`src/rtl/twiddle_mult_1st_fft.sv`:
```
// Stage-1 twiddle multiplier for the 64-point SDF FFT.
// Three-stage pipeline: index decode, quarter-wave ROM lookup, complex multiply with
// round/saturate. Indices that are a multiple of 16 rotate by swap/negate only.
// Also counts valid outputs and pulses frame_done on the last sample of each frame.
module twiddle_mult_1st_fft #(
    parameter int STAGE_NO = 1,
    parameter int NFFT     = 64,
    parameter int DATA_W   = 16,
    parameter int TW_W     = 16
) (
    input  logic                     clk,
    input  logic                     rst,
    input  logic                     data_valid_in,
    input  logic signed [DATA_W-1:0] data_re_in,
    input  logic signed [DATA_W-1:0] data_im_in,
    input  logic [5:0]               Twiddle_address,
    output logic                     data_valid_out,
    output logic signed [DATA_W-1:0] data_re_out,
    output logic signed [DATA_W-1:0] data_im_out,
    output logic                     frame_done
);
    localparam int STAGES = 3;
    localparam int CNT_W  = $clog2(NFFT);
    localparam int PW     = DATA_W + TW_W + 1;
    localparam int FRAC   = TW_W - 1;
    localparam logic signed [PW-1:0]     RND  = PW'(2**(FRAC-1));
    localparam logic signed [PW-1:0]     SMAX = PW'(2**(DATA_W-1) - 1);
    localparam logic signed [PW-1:0]     SMIN = PW'(-(2**(DATA_W-1)));
    localparam logic signed [DATA_W-1:0] DMAX = {1'b0, {(DATA_W-1){1'b1}}};
    localparam logic signed [DATA_W-1:0] DMIN = {1'b1, {(DATA_W-1){1'b0}}};
    localparam logic [CNT_W-1:0]         LAST = CNT_W'(NFFT - 1);

    // Quarter-wave table: round(32767*cos(2*pi*i/64)), i = 0..16
    function automatic logic signed [TW_W-1:0] cos_rom(input logic [4:0] i);
        case (i)
            5'd0:    cos_rom = TW_W'(32767);
            5'd1:    cos_rom = TW_W'(32609);
            5'd2:    cos_rom = TW_W'(32137);
            5'd3:    cos_rom = TW_W'(31356);
            5'd4:    cos_rom = TW_W'(30273);
            5'd5:    cos_rom = TW_W'(28898);
            5'd6:    cos_rom = TW_W'(27245);
            5'd7:    cos_rom = TW_W'(25329);
            5'd8:    cos_rom = TW_W'(23170);
            5'd9:    cos_rom = TW_W'(20787);
            5'd10:   cos_rom = TW_W'(18204);
            5'd11:   cos_rom = TW_W'(15446);
            5'd12:   cos_rom = TW_W'(12539);
            5'd13:   cos_rom = TW_W'(9512);
            5'd14:   cos_rom = TW_W'(6393);
            5'd15:   cos_rom = TW_W'(3212);
            default: cos_rom = '0;
        endcase
    endfunction

    function automatic logic signed [DATA_W-1:0] sat_q(input logic signed [PW-1:0] v);
        if (v > SMAX)      sat_q = DMAX;
        else if (v < SMIN) sat_q = DMIN;
        else               sat_q = v[DATA_W-1:0];
    endfunction

    // Negation that maps the most negative value to the most positive one
    function automatic logic signed [DATA_W-1:0] neg_sat(input logic signed [DATA_W-1:0] x);
        neg_sat = (x == DMIN) ? DMAX : -x;
    endfunction

    logic [STAGES:1]           vld_pipe;
    logic signed [DATA_W-1:0]  s1_re, s1_im, s2_re, s2_im;
    logic [1:0]                s1_q, s2_q;
    logic [3:0]                s1_r;
    logic                      s1_exact, s2_exact;
    logic signed [TW_W-1:0]    s2_c, s2_d;
    logic signed [TW_W-1:0]    rom_c, rom_d, tw_c, tw_d;
    logic signed [PW-1:0]      p_re, p_im;
    logic signed [DATA_W-1:0]  m_re, m_im, e_re, e_im;
    logic [CNT_W-1:0]          cnt;

    // Valid bits travel alongside the data; bubbles are just zeros here
    always_ff @(posedge clk or negedge rst) begin
        if (!rst) vld_pipe <= '0;
        else      vld_pipe <= {vld_pipe[STAGES-1:1], data_valid_in};
    end

    // S1: split the index into quadrant and in-quadrant offset
    always_ff @(posedge clk or negedge rst) begin
        if (!rst) begin
            s1_re <= '0; s1_im <= '0; s1_q <= '0; s1_r <= '0; s1_exact <= 1'b0;
        end else if (data_valid_in) begin
            s1_re    <= data_re_in;
            s1_im    <= data_im_in;
            s1_q     <= Twiddle_address[5:4];
            s1_r     <= Twiddle_address[3:0];
            s1_exact <= (Twiddle_address[3:0] == 4'd0);
        end
    end

    // Base twiddle for the offset, then rotate by -j once per quadrant
    always_comb begin
        rom_c = cos_rom({1'b0, s1_r});
        rom_d = -cos_rom(5'd16 - {1'b0, s1_r});
        case (s1_q)
            2'd0:    begin tw_c = rom_c;  tw_d = rom_d;  end
            2'd1:    begin tw_c = rom_d;  tw_d = -rom_c; end
            2'd2:    begin tw_c = -rom_c; tw_d = -rom_d; end
            default: begin tw_c = -rom_d; tw_d = rom_c;  end
        endcase
    end

    // S2: register the twiddle next to the sample
    always_ff @(posedge clk or negedge rst) begin
        if (!rst) begin
            s2_re <= '0; s2_im <= '0; s2_q <= '0; s2_exact <= 1'b0; s2_c <= '0; s2_d <= '0;
        end else if (vld_pipe[1]) begin
            s2_re    <= s1_re;
            s2_im    <= s1_im;
            s2_q     <= s1_q;
            s2_exact <= s1_exact;
            s2_c     <= tw_c;
            s2_d     <= tw_d;
        end
    end

    // Full-precision complex product, round half up, saturate; exact path by swap/negate
    always_comb begin
        p_re = PW'(s2_re) * PW'(s2_c) - PW'(s2_im) * PW'(s2_d);
        p_im = PW'(s2_re) * PW'(s2_d) + PW'(s2_im) * PW'(s2_c);
        m_re = sat_q((p_re + RND) >>> FRAC);
        m_im = sat_q((p_im + RND) >>> FRAC);
        case (s2_q)
            2'd0:    begin e_re = s2_re;          e_im = s2_im;          end
            2'd1:    begin e_re = s2_im;          e_im = neg_sat(s2_re); end
            2'd2:    begin e_re = neg_sat(s2_re); e_im = neg_sat(s2_im); end
            default: begin e_re = neg_sat(s2_im); e_im = s2_re;          end
        endcase
    end

    // S3: output register plus frame counter keyed to the outgoing valid
    always_ff @(posedge clk or negedge rst) begin
        if (!rst) begin
            data_re_out <= '0;
            data_im_out <= '0;
            frame_done  <= 1'b0;
            cnt         <= '0;
        end else begin
            frame_done <= vld_pipe[2] && (cnt == LAST);
            if (vld_pipe[2]) begin
                data_re_out <= s2_exact ? e_re : m_re;
                data_im_out <= s2_exact ? e_im : m_im;
                cnt         <= cnt + CNT_W'(1);
            end
        end
    end

    assign data_valid_out = vld_pipe[STAGES];

endmodule

```
`config.mk`:
```
export PLATFORM = sky130hd
export DESIGN_NAME = twiddle_mult_1st_fft
export DESIGN_NICKNAME = d
export VERILOG_FILES = /design/src/rtl/twiddle_mult_1st_fft.sv
export SDC_FILE = /design/constraint.sdc
export NUM_CORES = 2
export LEC_CHECK = 0
export CAP_MARGIN = 20
export CORE_MARGIN = 2
export CORE_UTILIZATION = 45
export DETAILED_ROUTE_END_ITERATION = 6
export GPL_TIMING_DRIVEN = 0
export HOLD_SLACK_MARGIN = 0.15
export MAX_ROUTING_LAYER = met4
export PLACE_DENSITY_LB_ADDON = 0.25
export SLEW_MARGIN = 10
export SYNTH_ARGS = -nofsm -noshare
export SYNTH_HDL_FRONTEND = slang
export SYNTH_SLANG_ARGS = --single-unit
```
`constraint.sdc`:
```
create_clock -name clk -period 9.5 [get_ports clk]
set_input_delay 1.9 -clock clk [delete_from_list [all_inputs] [get_ports clk]]
set_output_delay 1.9 -clock clk [all_outputs]
set_load 0.1 [all_outputs]
```
# Yosys cells after proc, flatten, opt, wreduce, memory -nomap -nowiden
# Memory sizes are Yosys's and may differ from the RTL's.
# Cells that the tools add are included.
[op_classes] eq_ne=7 n_lt_le_gt_ge=4 addsub=11 muxes=13 multipliers=4 n_reduce_logical=4
[ops] cell="16-bit one-hot mux with 3 select lines" count=4
[ops] cell="16-bit 2-to-1 mux" count=9
[ops] cell="16-bit by 16-bit multiplier with 32-bit output" count=4
[ops] cell="16-bit negator" count=5
[ops] cell="33-bit by 16-bit adder with 33-bit output (second input constant)" count=2
[ops] cell="18-bit by 16-bit greater-than comparator with 1-bit output (second input constant)" count=2
[ops] cell="18-bit by 16-bit less-than comparator with 1-bit output (second input constant)" count=2
[ops] cell="32-bit by 32-bit adder with 33-bit output" count=1
[ops] cell="32-bit by 32-bit subtractor with 33-bit output" count=1
[ops] cell="16-bit equality test (second input constant)" count=2
[ops] cell="6-bit by 1-bit adder with 6-bit output (second input constant)" count=1
[ops] cell="6-bit equality test (second input constant)" count=1
[ops] cell="5-bit by 4-bit subtractor with 5-bit output (first input constant)" count=1
[ops] cell="2-bit by 1-bit equality test with 1-bit output (second input constant)" count=2
[ops] cell="2-bit equality test (second input constant)" count=2
[ops] cell="2-bit zero test" count=2
[ops] cell="4-bit zero test" count=1
[ops] cell="1-bit logical AND" count=1
[totals] mem_count=2 romBits=480 elab_cells=61 out_inout_bits=34 regBits=148
[memory_table] name="(no name shown)" depth=16 word_bits=15 rd=1 rd_ports_with_merged_regs=0 wr=0 line_no="35" rtl="case (i)"
[memory_table] name="(no name shown)" depth=16 word_bits=15 rd=1 rd_ports_with_merged_regs=0 wr=0 line_no="35"

# Longest topological paths before layout
[depth] ltp_word=7 ltp_mapped=30

# Least setup slack after synthesis
# No wires, ideal clock.
[synth_path] kind="register to register" startpoint="reg s2_im[15]" endpoint="reg data_re_out[8]" n_path_buf=3 stages_incl_launch_ff=29 arrival_time_ns=7.967 slack_ns=1.429 required_ns=9.396 synth_period_minus_slack_ns=8.071 cell_sequence="dfrtp_1 clkbuf_1 clkbuf_1 nand2_1 inv_1 fa_1 inv_1 fa_1 inv_1 fa_1 inv_1 fa_1 fa_1 fa_1 fa_1 inv_1 fa_1 inv_1 ha_1 a211o_1 a21oi_1 nand2_1 o21a_1 a221oi_1 xor2_1 o21ai_1 clkbuf_1 nand2_1 a221oi_1"
[synth_via] elab_chain_cells=7
[synth_lines] item="start, declared" line_no="68" rtl="logic signed [DATA_W-1:0] s1_re, s1_im, s2_re, s2_im;"
[synth_lines] item="start signal, assigned" line_no="115" rtl="s2_im <= s1_im;"
[synth_lines] item="16-bit by 16-bit multiplier with 32-bit output" line_no="125" rtl="p_re = PW'(s2_re) * PW'(s2_c) - PW'(s2_im) * PW'(s2_d);"
[synth_lines] item="32-bit by 32-bit subtractor with 33-bit output" line_no="125"
[synth_lines] item="33-bit by 16-bit adder with 33-bit output" line_no="127" rtl="m_re = sat_q((p_re + RND) >>> FRAC);"
[synth_lines] item="18-bit by 16-bit less-than comparator with 1-bit output" line_no="58" rtl="else if (v < SMIN) sat_q = DMIN;"
[synth_lines] item="16-bit 2-to-1 mux" line_no="58"
[synth_lines] item="16-bit 2-to-1 mux" line_no="57" rtl="if (v > SMAX) sat_q = DMAX;"
[synth_lines] item="16-bit 2-to-1 mux (*)" line_no="147" rtl="data_re_out <= s2_exact ? e_re : m_re;"
[synth_lines] item="end signal, assigned" line_no="147"
[synth_lines] item="end, declared" line_no="18" rtl="output logic signed [DATA_W-1:0] data_re_out,"
# Every way passes the cells marked *; elsewhere a longest branch is shown, timed or not.
# A chain may end at the register's enable or synchronous reset.

# Final worst setup path
[layout_path] startpoint="reg s2_im[13]" endpoint="reg data_re_out[8]"
# Same word-level chain as after synthesis.

==> results by group <==
Clock tree
  – Clock Latency Late Sink: roughly 500 ps
  – Num CTS Buffers: 25
  – Clock slew at reported path FFs: roughly 60 ps
  – Clock tree buffer depth: 3
  – CTS tree: done
  – Hold-fix buffers at CTS: 0
  – H-tree levels: 4
  – Clock tree root driver cell: clkbuf_16
  – Num Clock Sinks: roughly 150

Yosys
  – Net Count, Synth: about 6900
  – Yosys warning count: 0
  – Mapped Cells: ~5400
  – Sequential element share of the synthesized area: approximately 7.4%
  – Post-synth EDFFs: 0
  – Seq cells post-synth: 148
  – Post-synth ARST share: 100%
  – Post-Syn Area: 0.0498 sq mm
  – Syn Area/Cell: 9.30 sq um
  – Synth unique cells: 98
  – Most used flip-flop cell after synthesis: dfrtp_1

Layout
  – Fill count: 10800
  – Final instance area: approximately 0.054 sq mm
  – Nets: around 7000
  – Area grow syn2layout: 7.69%
  – Layout cells sized above 1: around 4.9%
  – Area of the multi-input gates: 0.0401 sq mm
  – Storage cell area: about 0.0037 sq mm

Global route
  – Largest net degree at the start of global routing: 96
  – GRT Total Usage: 35.1%
  – First-pass GRT wire length: 273000 microns
  – GRT overflow: 0
  – Antenna violations before repair: 19
  – Vias in the first global route: 39700

Detailed routing
  – Final wirelength: 186000 microns
  – Wire per inst: between 20 and 30 microns
  – Met2 WL: 78400 microns
  – DR vias: roughly 38000
  – Routed Antenna Nets: 0
  – Max layer used: met4
  – # DRC: 0
  – DR pass1 iterations: 5
  – Met3 wire len: approximately 20000 microns
  – Vias per cell: 5.49
  – Initial DRC count: ~4000
  – Met1 Wirelength: ~76000 microns

Placed design
  – RD Place Congestion: 1.08
  – Post-DP Area: between 0.05 and 0.06 sq mm
  – Post-DP HPWL: between 150000 and 200000 microns
  – Port bufs: between 70 and 80

Critical path
  – RR Startpoint: s2_im[13]$_DFFE_PN0P_
  – Crit Reg-Reg Endpoint: data_re_out[8]$_DFFE_PN0P_
  – CP Capture Point: data_re_out[8]$_DFFE_PN0P_
  – Slowest stage delay, CP: slightly above 800 ps
  – Crit path max fanout: 10
  – Register-to-Register Path Depth: 25
  – Crit Path Class: reg2reg
  – Top cell by count, worst path: fa_1
  – Slowest cell on the critical path: clkbuf_1
  – Worst Path Arrival: 9730 ps
  – Crit path launch type: flip-flop
  – Worst setup path start: s2_im[13]$_DFFE_PN0P_
  – Worst Path Required: just under 10000 ps
  – CP Capture Type: flip-flop
  – R2R Setup Slk: 170 ps

Job
  – MaxCap Viol Count: 0

Die
  – Die width: around 340 microns
  – # IOs: 75
  – Starting Density: between 40% and 50%
  – Die area: 0.113 sq mm
  – Core Area: 0.110 sq mm
  – Site row count: approximately 120
  – Die Height: roughly 340 microns

STA
  – Pins Over Slew Limit: 0
  – Final hold vios: 0
  – Max-slew headroom: about 15%
  – Minimum clock period after layout: between 9000 and 10000 ps
  – Worst-Margin Slew: 1270 ps
  – Final setup violation count: 0
  – Setup Skew: between 15 and 20 ps
  – FMAX: 0.107 GHz
  – Tcrit/Tclk final: a little over nine tenths
  – RSZ-0062 raised after global routing: true

Outcome
  – Status: complete, no violations

Min path
  – Worst hold path cell count: 0
  – Min-Delay Path Class: reg2reg
==> flip-flops by register name, summed over array words and instances, names as in the netlist <==
signal / count
cnt: 6
data_im_out: 16
data_re_out: 16
frame_done: 1
s1_exact: 1
s1_im: 16
s1_q: 2
s1_r: 4
s1_re: 16
s2_c: 16
s2_d: 16
s2_exact: 1
s2_im: 16
s2_q: 2
s2_re: 16
vld_pipe: 3
==> critical path: cells and delay by family, from the launching register on <==
family                     cells  cell delay (ps)
xor gates and xnor gates       1              160
and+or+nand+nor                3              670
adders and majority gates      9             4290
buffers and inverters          6             2030
AOI/OAI and AO/OA              6             1670
DFF                            1              370
==> worst min path at each step <==
stage | start | end | slack [ps]
2_1_floorplan | vld_pipe[1]$_DFF_PN0_ | vld_pipe[2]$_DFF_PN0_ | 350
3_3_place_gp | vld_pipe[1]$_DFF_PN0_ | vld_pipe[2]$_DFF_PN0_ | 370
3_5_place_dp | vld_pipe[1]$_DFF_PN0_ | vld_pipe[2]$_DFF_PN0_ | 380
4_1_cts | vld_pipe[1]$_DFF_PN0_ | vld_pipe[2]$_DFF_PN0_ | 400
5_1_grt | vld_pipe[1]$_DFF_PN0_ | vld_pipe[2]$_DFF_PN0_ | 420
6_report | vld_pipe[1]$_DFF_PN0_ | vld_pipe[2]$_DFF_PN0_ | 400
==> area by class of cell <==
class	instances	area share [%]
repair buffers	96	1.91
clock inverters	3	0.0746
multi-input cells	3592	74.7
inverters	1320	9.25
clock buffers	28	1.24
flip-flops and latches	148	6.92
plain buffers	285	2.25
well taps	1488	3.47
diodes	29	0.135
==> layout by cell type (no fill, tap or decap), types with 48 or more instances in the layout <==
| master | count |
|---|---|
| mux2_2 | 77 |
| nand2_1 | 586 |
| clkbuf_2 | 48 |
| clkdlybuf4s50_1 | 73 |
| o21ai_0 | 91 |
| a21oi_1 | 115 |
| dfrtp_1 | 142 |
| fa_1 | 1171 |
| xnor2_1 | 71 |
| nor2_1 | 134 |
| and2_1 | 527 |
| clkbuf_1 | 199 |
| inv_1 | 1314 |
| ha_1 | 311 |
==> cells by family after synthesis <==
| family | count (synthesis) | share of synthesized area, % |
|---|---|---|
| simple gates | 1434 | 14.5 |
| buf+inv | 1620 | 12.3 |
| mux | 115 | 2.86 |
| compound gates | 454 | 6.11 |
| fa+ha+maj | 1484 | 54.9 |
| xor+xnor | 105 | 1.95 |
| flops | 148 | 7.43 |
==> routing by layer <==
layer	vias up	track usage, %
li1	16100	-
met1	19900	46.7
met2	1920	49.2
met3	376	9.16
met4	0	17.9
met5	-	-
==> timing repair <==
action | 4_1_cts | 5_1_grt
setup endpoints to repair | 31 | 31
buffers inserted | 3 | 2
gates cloned | 0 | 0
resized for setup | 59 | 43
endpoints found under the hold margin | 0 | 0
==> metrics by stage <==
stage / hold WS [ps] / util [%] / cells / TNS (ps) / worst slack [ps]
after floorplan: 352 / - / 5360 / 0 / 1430
after global routing: 417 / 48.7 / 6976 / -18.2 / -18.2
after CTS: 396 / 48.5 / 6956 / 0 / 5.94
final: 399 / 48.7 / 6989 / 0 / 169
after global placement: 366 / 47.6 / 6922 / -41660 / -2790
after detailed placement: 382 / 47.7 / 6935 / -23060 / -1190
==> cell usage after synthesis (29+ instances only) <==
library cell / n / area, sq um
dfrtp_1: 148 / 3700
clkbuf_1: 269 / 1010
nor2_1: 134 / 503
xnor2_1: 72 / 631
a21oi_1: 117 / 586
ha_1: 311 / 3890
fa_1: 1173 / 23500
xor2_1: 30 / 263
and2_1: 527 / 3300
inv_1: 1316 / 4940
nor3_1: 29 / 145
nand2_1: 586 / 2200
mux2_2: 77 / 867
o21ai_0: 92 / 460
nand2b_1: 37 / 231
Power is not shown: default switching activity piles up to over one toggle a cycle in this logic, so the estimate is an artifact.
